File: config.mk
export PLATFORM = sky130hd
export DESIGN_NAME = btn_conditioner
export DESIGN_NICKNAME = d
export VERILOG_FILES = /design/src/rtl/btn_conditioner_pkg.sv /design/src/rtl/btn_debounce_ch.sv /design/src/rtl/btn_conditioner.sv
export SDC_FILE = /design/constraint.sdc
export NUM_CORES = 1
export LEC_CHECK = 0
export ABC_AREA = 0
export ABC_CLOCK_PERIOD_IN_PS = 2700
export CORE_MARGIN = 2
export CORE_UTILIZATION = 33
export CTS_BUF_LIST = sky130_fd_sc_hd__clkbuf_8 sky130_fd_sc_hd__clkbuf_16
export CTS_CLUSTER_DIAMETER = 60
export DETAILED_ROUTE_END_ITERATION = 12
export HOLD_SLACK_MARGIN = 0.15
export SLEW_MARGIN = 20
export SYNTH_ARGS = -nofsm -noshare
export SYNTH_HDL_FRONTEND = slang
export SYNTH_SLANG_ARGS = --single-unit
File: constraint.sdc
create_clock -name oriclk -period 2.7 [get_ports oriclk]
set_input_delay 0.27 -clock oriclk [delete_from_list [all_inputs] [get_ports oriclk]]
set_output_delay 0.27 -clock oriclk [all_outputs]
set_load 0.005 [all_outputs]
File: src/rtl/btn_conditioner_pkg.sv
// btn_conditioner shared types and clock-derived defaults.
// Optional auto-repeat is enabled by defining BTN_REPEAT_EN.
package btn_conditioner_pkg;

  typedef enum logic [1:0] {
    IDLE_LO = 2'd0,
    CHK_HI  = 2'd1,
    IDLE_HI = 2'd2,
    CHK_LO  = 2'd3
  } btn_state_t;

  localparam int unsigned CLK_HZ = 100_000_000;

  localparam int unsigned DEF_DEBOUNCE =
    CLK_HZ / 100;
  localparam int unsigned DEF_REPEAT_DELAY =
    CLK_HZ / 2;
  localparam int unsigned DEF_REPEAT_PERIOD =
    CLK_HZ / 10;

  function automatic int unsigned max2(
    input int unsigned a,
    input int unsigned b
  );
    return (a > b) ? a : b;
  endfunction

endpackage

File: src/rtl/btn_debounce_ch.sv
// One button channel: synchroniser, debounce FSM, optional repeat.
// Auto-repeat logic exists only when BTN_REPEAT_EN is defined.
module btn_debounce_ch
  import btn_conditioner_pkg::*;
#(
  parameter int unsigned SYNC_STAGES     = 2,
  parameter int unsigned DEBOUNCE_CYCLES = DEF_DEBOUNCE,
  parameter int unsigned REPEAT_DELAY    = DEF_REPEAT_DELAY,
  parameter int unsigned REPEAT_PERIOD   = DEF_REPEAT_PERIOD
) (
  input  logic oriclk,
  input  logic rst,
  input  logic raw,
  output logic level,
  output logic press,
  output logic rel
);

  localparam int CW = $clog2(DEBOUNCE_CYCLES + 1);
  localparam logic [CW-1:0] CNT_ONE = CW'(1);
  localparam logic [CW-1:0] CNT_END =
    CW'(DEBOUNCE_CYCLES - 1);

  logic [SYNC_STAGES-1:0] sync_q;
  logic                   s;

  always_ff @(posedge oriclk or negedge rst) begin
    if (!rst) begin
      sync_q <= '0;
    end else begin
      sync_q <= {sync_q[SYNC_STAGES-2:0], raw};
    end
  end

  assign s = sync_q[SYNC_STAGES-1];

  btn_state_t    state_q, state_d;
  logic [CW-1:0] cnt_q, cnt_d;
  logic          level_d;
  logic          press_d;
  logic          rel_d;
  logic          rpt;

  always_comb begin
    state_d = state_q;
    cnt_d   = cnt_q;
    level_d = level;
    press_d = 1'b0;
    rel_d   = 1'b0;
    unique case (state_q)
      IDLE_LO: begin
        if (s) begin
          state_d = CHK_HI;
          cnt_d   = CNT_ONE;
        end
      end
      CHK_HI: begin
        if (!s) begin
          state_d = IDLE_LO;
        end else if (cnt_q == CNT_END) begin
          state_d = IDLE_HI;
          level_d = 1'b1;
          press_d = 1'b1;
        end else begin
          cnt_d = cnt_q + CNT_ONE;
        end
      end
      IDLE_HI: begin
        if (!s) begin
          state_d = CHK_LO;
          cnt_d   = CNT_ONE;
        end
      end
      CHK_LO: begin
        if (s) begin
          state_d = IDLE_HI;
        end else if (cnt_q == CNT_END) begin
          state_d = IDLE_LO;
          level_d = 1'b0;
          rel_d   = 1'b1;
        end else begin
          cnt_d = cnt_q + CNT_ONE;
        end
      end
    endcase
  end

  always_ff @(posedge oriclk or negedge rst) begin
    if (!rst) begin
      state_q <= IDLE_LO;
      cnt_q   <= '0;
      level   <= 1'b0;
      press   <= 1'b0;
      rel     <= 1'b0;
    end else begin
      state_q <= state_d;
      cnt_q   <= cnt_d;
      level   <= level_d;
      press   <= press_d | rpt;
      rel     <= rel_d;
    end
  end

`ifdef BTN_REPEAT_EN
  localparam int RW =
    $clog2(max2(REPEAT_DELAY, REPEAT_PERIOD) + 1);
  localparam logic [RW-1:0] R_ONE   = RW'(1);
  localparam logic [RW-1:0] R_DELAY = RW'(REPEAT_DELAY - 1);
  localparam logic [RW-1:0] R_PER   = RW'(REPEAT_PERIOD - 1);

  logic [RW-1:0] rcnt_q, rcnt_d;
  logic          rfirst_q, rfirst_d;

  // Counts only while held in IDLE_HI; any exit restarts the delay.
  always_comb begin
    rcnt_d   = '0;
    rfirst_d = 1'b1;
    rpt      = 1'b0;
    if (state_q == IDLE_HI && s) begin
      rfirst_d = rfirst_q;
      if (rcnt_q == (rfirst_q ? R_DELAY : R_PER)) begin
        rpt      = 1'b1;
        rfirst_d = 1'b0;
      end else begin
        rcnt_d = rcnt_q + R_ONE;
      end
    end
  end

  always_ff @(posedge oriclk or negedge rst) begin
    if (!rst) begin
      rcnt_q   <= '0;
      rfirst_q <= 1'b1;
    end else begin
      rcnt_q   <= rcnt_d;
      rfirst_q <= rfirst_d;
    end
  end
`else
  // Repeat parameters stay in the interface but drive nothing.
  assign rpt = 1'b0 & (REPEAT_DELAY > REPEAT_PERIOD);
`endif

endmodule

File: src/rtl/btn_conditioner.sv
// Multi-channel push-button conditioner: level, press, release.
// Define BTN_REPEAT_EN to add auto-repeat press strobes.
module btn_conditioner
  import btn_conditioner_pkg::*;
#(
  parameter int unsigned N_CH            = 2,
  parameter int unsigned SYNC_STAGES     = 2,
  parameter int unsigned DEBOUNCE_CYCLES = DEF_DEBOUNCE,
  parameter int unsigned REPEAT_DELAY    = DEF_REPEAT_DELAY,
  parameter int unsigned REPEAT_PERIOD   = DEF_REPEAT_PERIOD
) (
  input  logic            oriclk,
  input  logic            rst,
  input  logic [N_CH-1:0] raw,
  output logic [N_CH-1:0] level,
  output logic [N_CH-1:0] press,
  // release strobe; "release" is a reserved word
  output logic [N_CH-1:0] rel
);

  for (genvar i = 0; i < N_CH; i++) begin : g_ch
    btn_debounce_ch #(
      .SYNC_STAGES    (SYNC_STAGES),
      .DEBOUNCE_CYCLES(DEBOUNCE_CYCLES),
      .REPEAT_DELAY   (REPEAT_DELAY),
      .REPEAT_PERIOD  (REPEAT_PERIOD)
    ) u_ch (
      .oriclk(oriclk),
      .rst   (rst),
      .raw   (raw[i]),
      .level (level[i]),
      .press (press[i]),
      .rel   (rel[i])
    );
  end

endmodule

==> results of run 1 <==
## flip-flops by register name, summed over array words and instances, names as in the netlist, named ones only
name               count
g_ch.u_ch.sync_q       4
g_ch.u_ch.level        2
g_ch.u_ch.cnt_q       40
g_ch.u_ch.rel          2
g_ch.u_ch.press        2
g_ch.u_ch.state_q      2
## path summary, 6_finish.rpt
check	end	slack (ns)	cells past startpoint
worst max-delay path	g_ch[0].u_ch.cnt_q[2]$_DFFE_PN0P_	0.56	5
worst min-delay path	g_ch[0].u_ch.sync_q[1]$_DFF_PN0_	0.36	0
worst max register to register	g_ch[0].u_ch.cnt_q[2]$_DFFE_PN0P_	0.56	5
worst min register to register	g_ch[0].u_ch.sync_q[1]$_DFF_PN0_	0.36	0
max in group asynchronous	g_ch[1].u_ch.cnt_q[7]$_DFFE_PN0P_	1.51	3
min in group asynchronous	g_ch[0].u_ch.cnt_q[3]$_DFFE_PN0P_	0.53	2
## cells by family (layout without fill, tap and decap cells)
logic type / Yosys count / after routing
compound gates: 68 / 68
mux: 15 / 15
fa+ha+maj: 2 / 2
flops: 54 / 54
simple gates: 146 / 146
xor+xnor: 6 / 6
buf+inv: 26 / 27
## timing repair
action                                 CTS  global route
gates resized for setup                  0             0
hold buffers                             1             0
endpoints found under the hold margin   30             0
buffers inserted                         0             0
## power groups by stage
stage	sequential, uW	clock (uW)	combinational, uW
after floorplan	882	0	93.7
after global placement	894	0	125
after detailed placement	897	0	128
after CTS	881	458	130
after global routing	887	485	146
final	881	437	128
## cells in the final DEF (no fill, tap or decap), types with 3 or more instances in the layout
cell             count
a21oi_1             13
a22o_1               4
a31oi_1              8
and2_1               3
and3_1               7
and4_1               3
buf_4                5
clkbuf_8             5
clkdlybuf4s50_1      8
dfrtp_1             54
inv_1                5
mux2i_1             12
nand2_1             43
nand3_1             17
nand4_1             14
nor2_1              21
nor3_1              11
nor3b_1              5
nor4_1               5
o21ai_0             12
o21ai_1             12
or3_1                7
or4_1                3
xor2_1               3
## synth_stat cells (all sizes together), types with 2 or more instances
cell	instances	area, um^2
xor2	3	26.3
a21oi	13	65.1
o31ai	2	15.0
and3	7	43.8
nand4	14	87.6
nor3	11	55.1
inv	5	21.3
and4	3	26.3
mux2	3	33.8
clkbuf	12	45.0
or4	3	22.5
nor4	5	31.3
nor3b	6	56.3
ha	2	25.0
a21boi	2	15.0
a31oi	8	50.1
or3	7	43.8
o21a	2	15.0
o311ai	2	17.5
mux2i	12	120
a22o	4	35.0
buf	9	76.3
and2	3	18.8
nand3	17	85.1
nand2b	2	12.5
xnor2	3	26.3
nand2	43	161
nor2	21	78.8
dfrtp	54	1350
o21ai	24	120
## layout make-up
type / instances / share of cell area, %
Clock buffer: 5 / 2.18
Clock inverter: 2 / 0.357
Inverter: 5 / 0.675
Multi-Input combinational cell: 237 / 45.4
Sequential cell: 54 / 42.9
Tap cell: 108 / 4.29
Timing Repair Buffer: 15 / 4.21
## through the flow
| stage | util [%] | instance area (um^2) | power [uW] | instances |
|---|---|---|---|---|
| after global placement | 35.4 | 3060 | 1020 | 418 |
| after detailed placement | 35.4 | 3060 | 1020 | 418 |
| after floorplan | - | 2920 | 976 | 317 |
| after CTS | 36.5 | 3150 | 1470 | 426 |
| after global routing | 36.5 | 3150 | 1520 | 426 |
| final | 36.5 | 3150 | 1450 | 426 |
## layer usage
metal  up-vias  wire length, um  track usage, %
met5         -                0               0
met4         0               86            4.17
met3         6              139            1.72
met2        34             2630            19.3
met1      1090             3030            17.8
li1       1159                -               -
==> results.sh, run 1 <==
export IMPL_postSynth_asyncResetShare_pct=100
export IMPL_die_w_um=98.0
export IMPL_finalMaxSlewViolations=0
export IMPL_fmax_mhz=466
export IMPL_ys_seq_elements=54
export IMPL_clock_sinks=54
export IMPL_cp_startpoint="g_ch[0].u_ch.cnt_q[6]$_DFFE_PN0P_"
export IMPL_peakVddDrop_mv=0.189
export IMPL_initial_core_util_pct=33.8
export IMPL_dp_final_hpwl_um=3980
export IMPL_crit_family="simple AND/OR/NAND/NOR gates"
export IMPL_maxCapViolations=0
export IMPL_synth_nets=323
export IMPL_cts_buffers=5
export IMPL_grt_overflow=0
export IMPL_cp_max_fo=22
export IMPL_p_leak_uw=0.00133
export IMPL_syn_avg_cell_area_um2=9.20
export IMPL_die_area_um2=9610
export IMPL_grt_max_degree=36
export IMPL_routedWlPerCell_um=13.8
export IMPL_rsz0062_at_grt="false"
export IMPL_io_buffers=9
export IMPL_status="completed"
export IMPL_crit_buf_inv=0
export IMPL_seq_area_frac_synth_pct=46.3
export IMPL_fill_cells=866
export IMPL_core_area_um2=8640
export IMPL_worst_pin_slew_ns=0.787
export IMPL_synth_top_family_by_area="simple AND/OR/NAND/NOR gates"
export IMPL_io_pin_count=10
export IMPL_p_clk_share_pct=30.2
export IMPL_grt_pass1_wl_um=10000
export IMPL_cts_tree="yes"
export IMPL_layout_worst_path_cycle_share_pct=79.4
export IMPL_path_clk_slew_ns=0.10
export IMPL_hold_slack_ns=0.362
export IMPL_drc=0
export IMPL_cp_required_ns=2.91
export IMPL_ant_nets=0
export IMPL_worstSetupPathType="reg2reg"
export IMPL_p_comb_share_pct=8.8
export IMPL_worstPathArrival_ns=2.35
export IMPL_antenna_found_initial=0
export IMPL_max_slew_margin_rel_pct=47.3
export IMPL_finalWirelength_um=5890
export IMPL_synth_cell_type_count=52
export IMPL_multi_input_area_um2=1430
export IMPL_crit_path_end_kind="flip-flop"
export IMPL_synth_main_ff_cell="dfrtp_1"
export IMPL_regArea_um2=1350
export IMPL_cp_start_kind="flip-flop"
export IMPL_drive_gt1_share_pct=5.66
export IMPL_clk_path_buf_depth=2
export IMPL_r2r_start="g_ch[0].u_ch.cnt_q[6]$_DFFE_PN0P_"
export IMPL_hold_violations=0
export IMPL_skew_ns=0.00964
export IMPL_std_cell_rows=34
export IMPL_crit_path_top_delay_cell="or4b_4"
export IMPL_yosys_warnings=0
export IMPL_nets=324
export IMPL_cp_slowest_stage_delay_ns=0.52
export IMPL_first_global_vias=2051
export IMPL_p_sw_uw=383
export IMPL_period_needed_ns=2.14
export IMPL_place_ws_ns=0.554
export IMPL_die_y_um=98.0
export IMPL_synth_xor_area_share_pct=1.80
export IMPL_drtIter0Drc=78
export IMPL_switching_share_pct=26.5
export IMPL_min_from="g_ch[0].u_ch.sync_q[0]$_DFF_PN0_"
export IMPL_synth_edff_count=0
export IMPL_cellPowerDensity_nw_per_um2=459
export IMPL_worst_slack_ns=0.556
export IMPL_netlist_area_um2=2920
export IMPL_gp_congestion=0.838
export IMPL_cp_cell_sequence="or4b_4 -> nor3b_4 -> a41o_2 -> nor3_1 -> a211o_1"
export IMPL_pwr_share_seq_pct=60.9
export IMPL_fin_tns_setup_ns=0
export IMPL_vias=2289
export IMPL_power_internal_uw=1060
export IMPL_insertion_delay_ns=0.31
export IMPL_synth_compound_area_share_pct=14.6
export IMPL_setup_viol=0
export IMPL_n_antenna_cell=0
export IMPL_yosys_area_share_simple_pct=26.2
export IMPL_htreeDepth=2
export IMPL_syn_inst=317
export IMPL_clockRootBuffer="clkbuf_8"
export IMPL_via_per_inst=5.37
export IMPL_hold_class="reg2reg"
export IMPL_firstDrtPassIters=4
export IMPL_grt_usage_pct=12.4
export IMPL_area_growth_pct=8.02
export IMPL_synthAdderAreaFrac_pct=0.858
export IMPL_synthMuxAreaShare_pct=5.28
No activity file was read; power rests on OpenSTA's default activity.
==> inputs of run 2 (changes only) <==
--- a/config.mk
+++ b/config.mk
@@ -6,7 +6,7 @@
 export NUM_CORES = 1
 export LEC_CHECK = 0
 export ABC_AREA = 0
-export ABC_CLOCK_PERIOD_IN_PS = 2700
+export ABC_CLOCK_PERIOD_IN_PS = 2300
 export CORE_MARGIN = 2
 export CORE_UTILIZATION = 33
 export CTS_BUF_LIST = sky130_fd_sc_hd__clkbuf_8 sky130_fd_sc_hd__clkbuf_16
==> constraint.sdc (replaced) <==
create_clock -name oriclk -period 2.3 [get_ports oriclk]
set_input_delay 0.23 -clock oriclk [delete_from_list [all_inputs] [get_ports oriclk]]
set_output_delay 0.23 -clock oriclk [all_outputs]
set_load 0.005 [all_outputs]
==> run 2 against run 1 <==
Critical path depth unchanged. Power increased by 19%. Setup slack got worse by 0.42 ns. Non-clock buffer count increased by 7. Critical endpoint is now g_ch[0].u_ch.cnt_q[9]$_DFFE_PN0P_. Highest routed layer unchanged.
==> results.sh, run 2 (same netlist as run 1, synthesis figures left out) <==
export IMPL_status="completed"
export IMPL_io_pin_count=10
export IMPL_initial_core_util_pct=33.8
export IMPL_ant_nets=0
export IMPL_crit_family="simple AND/OR/NAND/NOR gates"
export IMPL_cts_setup_buffers=0
export IMPL_via_per_inst=5.46
export IMPL_setup_viol=0
export IMPL_cp_depth=5
export IMPL_worst_slack_ns=0.135
export IMPL_layout_worst_path_cycle_share_pct=94.1
export IMPL_cts_hold_buf=1
export IMPL_peakVddDrop_mv=0.248
export IMPL_postPlaceCellArea_um2=3110
export IMPL_p_leak_uw=0.00137
export IMPL_crit_path_end_kind="flip-flop"
export IMPL_cts_tree="yes"
export IMPL_drive_gt1_share_pct=7.98
export IMPL_firstDrtPassIters=4
export IMPL_first_global_vias=2192
export IMPL_nets=331
export IMPL_clockRootBuffer="clkbuf_8"
export IMPL_n_antenna_cell=0
export IMPL_top_register="g_ch.u_ch.cnt_q"
export IMPL_drc=0
export IMPL_worstSetupPathType="reg2reg"
export IMPL_cp_cell_sequence="ha_1 -> and4_1 -> a41o_2 -> or4_1 -> a21oi_1"
export IMPL_power_internal_uw=1250
export IMPL_ctsResizeCount=0
export IMPL_maxCapViolations=0
export IMPL_skew_ns=0.00989
export IMPL_area_growth_pct=10.0
export IMPL_fmax_mhz=462
export IMPL_crit_path_top_delay_cell="or4_1"
export IMPL_whs_path_depth=0
export IMPL_cp_max_fo=22
export IMPL_cp_slowest_stage_delay_ns=0.55
export IMPL_die_y_um=98.0
export IMPL_finalWirelength_um=6110
export IMPL_clock_sinks=54
export IMPL_switching_share_pct=27.2
export IMPL_routedWlPerCell_um=14.1
export IMPL_layout_common_cells="dfrtp_1, nand2_1, nor2_1"
export IMPL_p_comb_share_pct=8.6
export IMPL_grt_max_degree=55
export IMPL_worst_pin_slew_ns=0.820
export IMPL_hold_slack_ns=0.362
export IMPL_rsz0062_at_grt="false"
export IMPL_path_clk_slew_ns=0.10
export IMPL_top_regs="g_ch.u_ch.cnt_q: 40 flops, g_ch.u_ch.sync_q: 4 flops"
export IMPL_insertion_delay_ns=0.32
export IMPL_layout_commonest_cell="dfrtp_1"
export IMPL_cp_start_kind="flip-flop"
export IMPL_grt_pass1_wl_um=10400
export IMPL_hold_class="reg2reg"
export IMPL_core_area_um2=8640
export IMPL_cts_buffers=5
export IMPL_dp_final_hpwl_um=4080
export IMPL_crit_buf_inv=0
export IMPL_grt_overflow=0
export IMPL_worstPathArrival_ns=2.41
export IMPL_antenna_found_initial=0
export IMPL_place_ws_ns=0.144
export IMPL_grt_usage_pct=13.0
export IMPL_finish_instance_area_um2=3210
export IMPL_vias=2368
export IMPL_p_sw_uw=470
export IMPL_die_area_um2=9610
export IMPL_gp_congestion=0.845
export IMPL_io_buffers=9
export IMPL_pwr_share_seq_pct=60.1
export IMPL_fin_tns_setup_ns=0
export IMPL_htreeDepth=2
export IMPL_finalMaxSlewViolations=0
export IMPL_die_w_um=98.0
export IMPL_fin_util_pct=37.2
export IMPL_std_cell_rows=34
export IMPL_drtIter0Drc=127
export IMPL_largest_reg_flops=40
export IMPL_clk_path_buf_depth=2
export IMPL_hold_violations=0
export IMPL_rr_worst_depth=5
export IMPL_p_clk_share_pct=31.3
export IMPL_cp_required_ns=2.55
export IMPL_cellPowerDensity_nw_per_um2=537
export IMPL_period_needed_ns=2.17
export IMPL_max_slew_margin_rel_pct=45.1
[run 2: layer usage]
| layer | vias to the layer above | track usage, % | part of all wire (%) |
|---|---|---|---|
| met5 | - | 0 | 0 |
| met4 | 0 | 4.49 | 1.6 |
| met3 | 6 | 1.72 | 2.2 |
| met2 | 31 | 21.5 | 47 |
| met1 | 1149 | 17.4 | 49 |
| li1 | 1182 | - | - |
[run 2: final timing paths]
check	from	slack [ns]	to
max	g_ch[0].u_ch.cnt_q[0]$_DFFE_PN0P_	0.13	g_ch[0].u_ch.cnt_q[9]$_DFFE_PN0P_
min	g_ch[1].u_ch.sync_q[0]$_DFF_PN0_	0.36	g_ch[1].u_ch.sync_q[1]$_DFF_PN0_
max reg2reg	g_ch[0].u_ch.cnt_q[0]$_DFFE_PN0P_	0.13	g_ch[0].u_ch.cnt_q[9]$_DFFE_PN0P_
min reg2reg	g_ch[1].u_ch.sync_q[0]$_DFF_PN0_	0.36	g_ch[1].u_ch.sync_q[1]$_DFF_PN0_
max in group asynchronous	rst	1.27	g_ch[0].u_ch.sync_q[1]$_DFF_PN0_
min in group asynchronous	rst	0.55	g_ch[0].u_ch.cnt_q[3]$_DFFE_PN0P_
[run 2: layout make-up]
cell class / count / area, um^2
well taps: 108 / 135
clock inverters: 3 / 17.5
inverters: 5 / 21.3
flip-flops and latches: 54 / 1350
clock buffers: 5 / 68.8
fillers: 873 / 5430
multi-input cells: 237 / 1430
repair buffers: 22 / 185
[run 2: worst reg2reg max path, stage by stage (launching register included)]
cell and delay, ns:
dfrtp_1 0.45, ha_1 0.28, and4_1 0.22, a41o_2 0.43
or4_1 0.56, a21oi_1 0.15
[run 2: power groups by stage]
stage / Sequential [uW] / Combinational (uW) / Clock (uW)
after floorplan: 1040 / 110 / 0
after global routing: 1040 / 170 / 592
final: 1040 / 149 / 539
after CTS: 1040 / 153 / 563
after global placement: 1050 / 146 / 0
after detailed placement: 1050 / 152 / 0
[run 2: stage by stage]
| step | std cells | power (uW) |
|---|---|---|
| after global placement | 425 | 1200 |
| after global routing | 434 | 1810 |
| after CTS | 434 | 1750 |
| final | 434 | 1720 |
| after detailed placement | 425 | 1210 |
| after floorplan | 317 | 1150 |
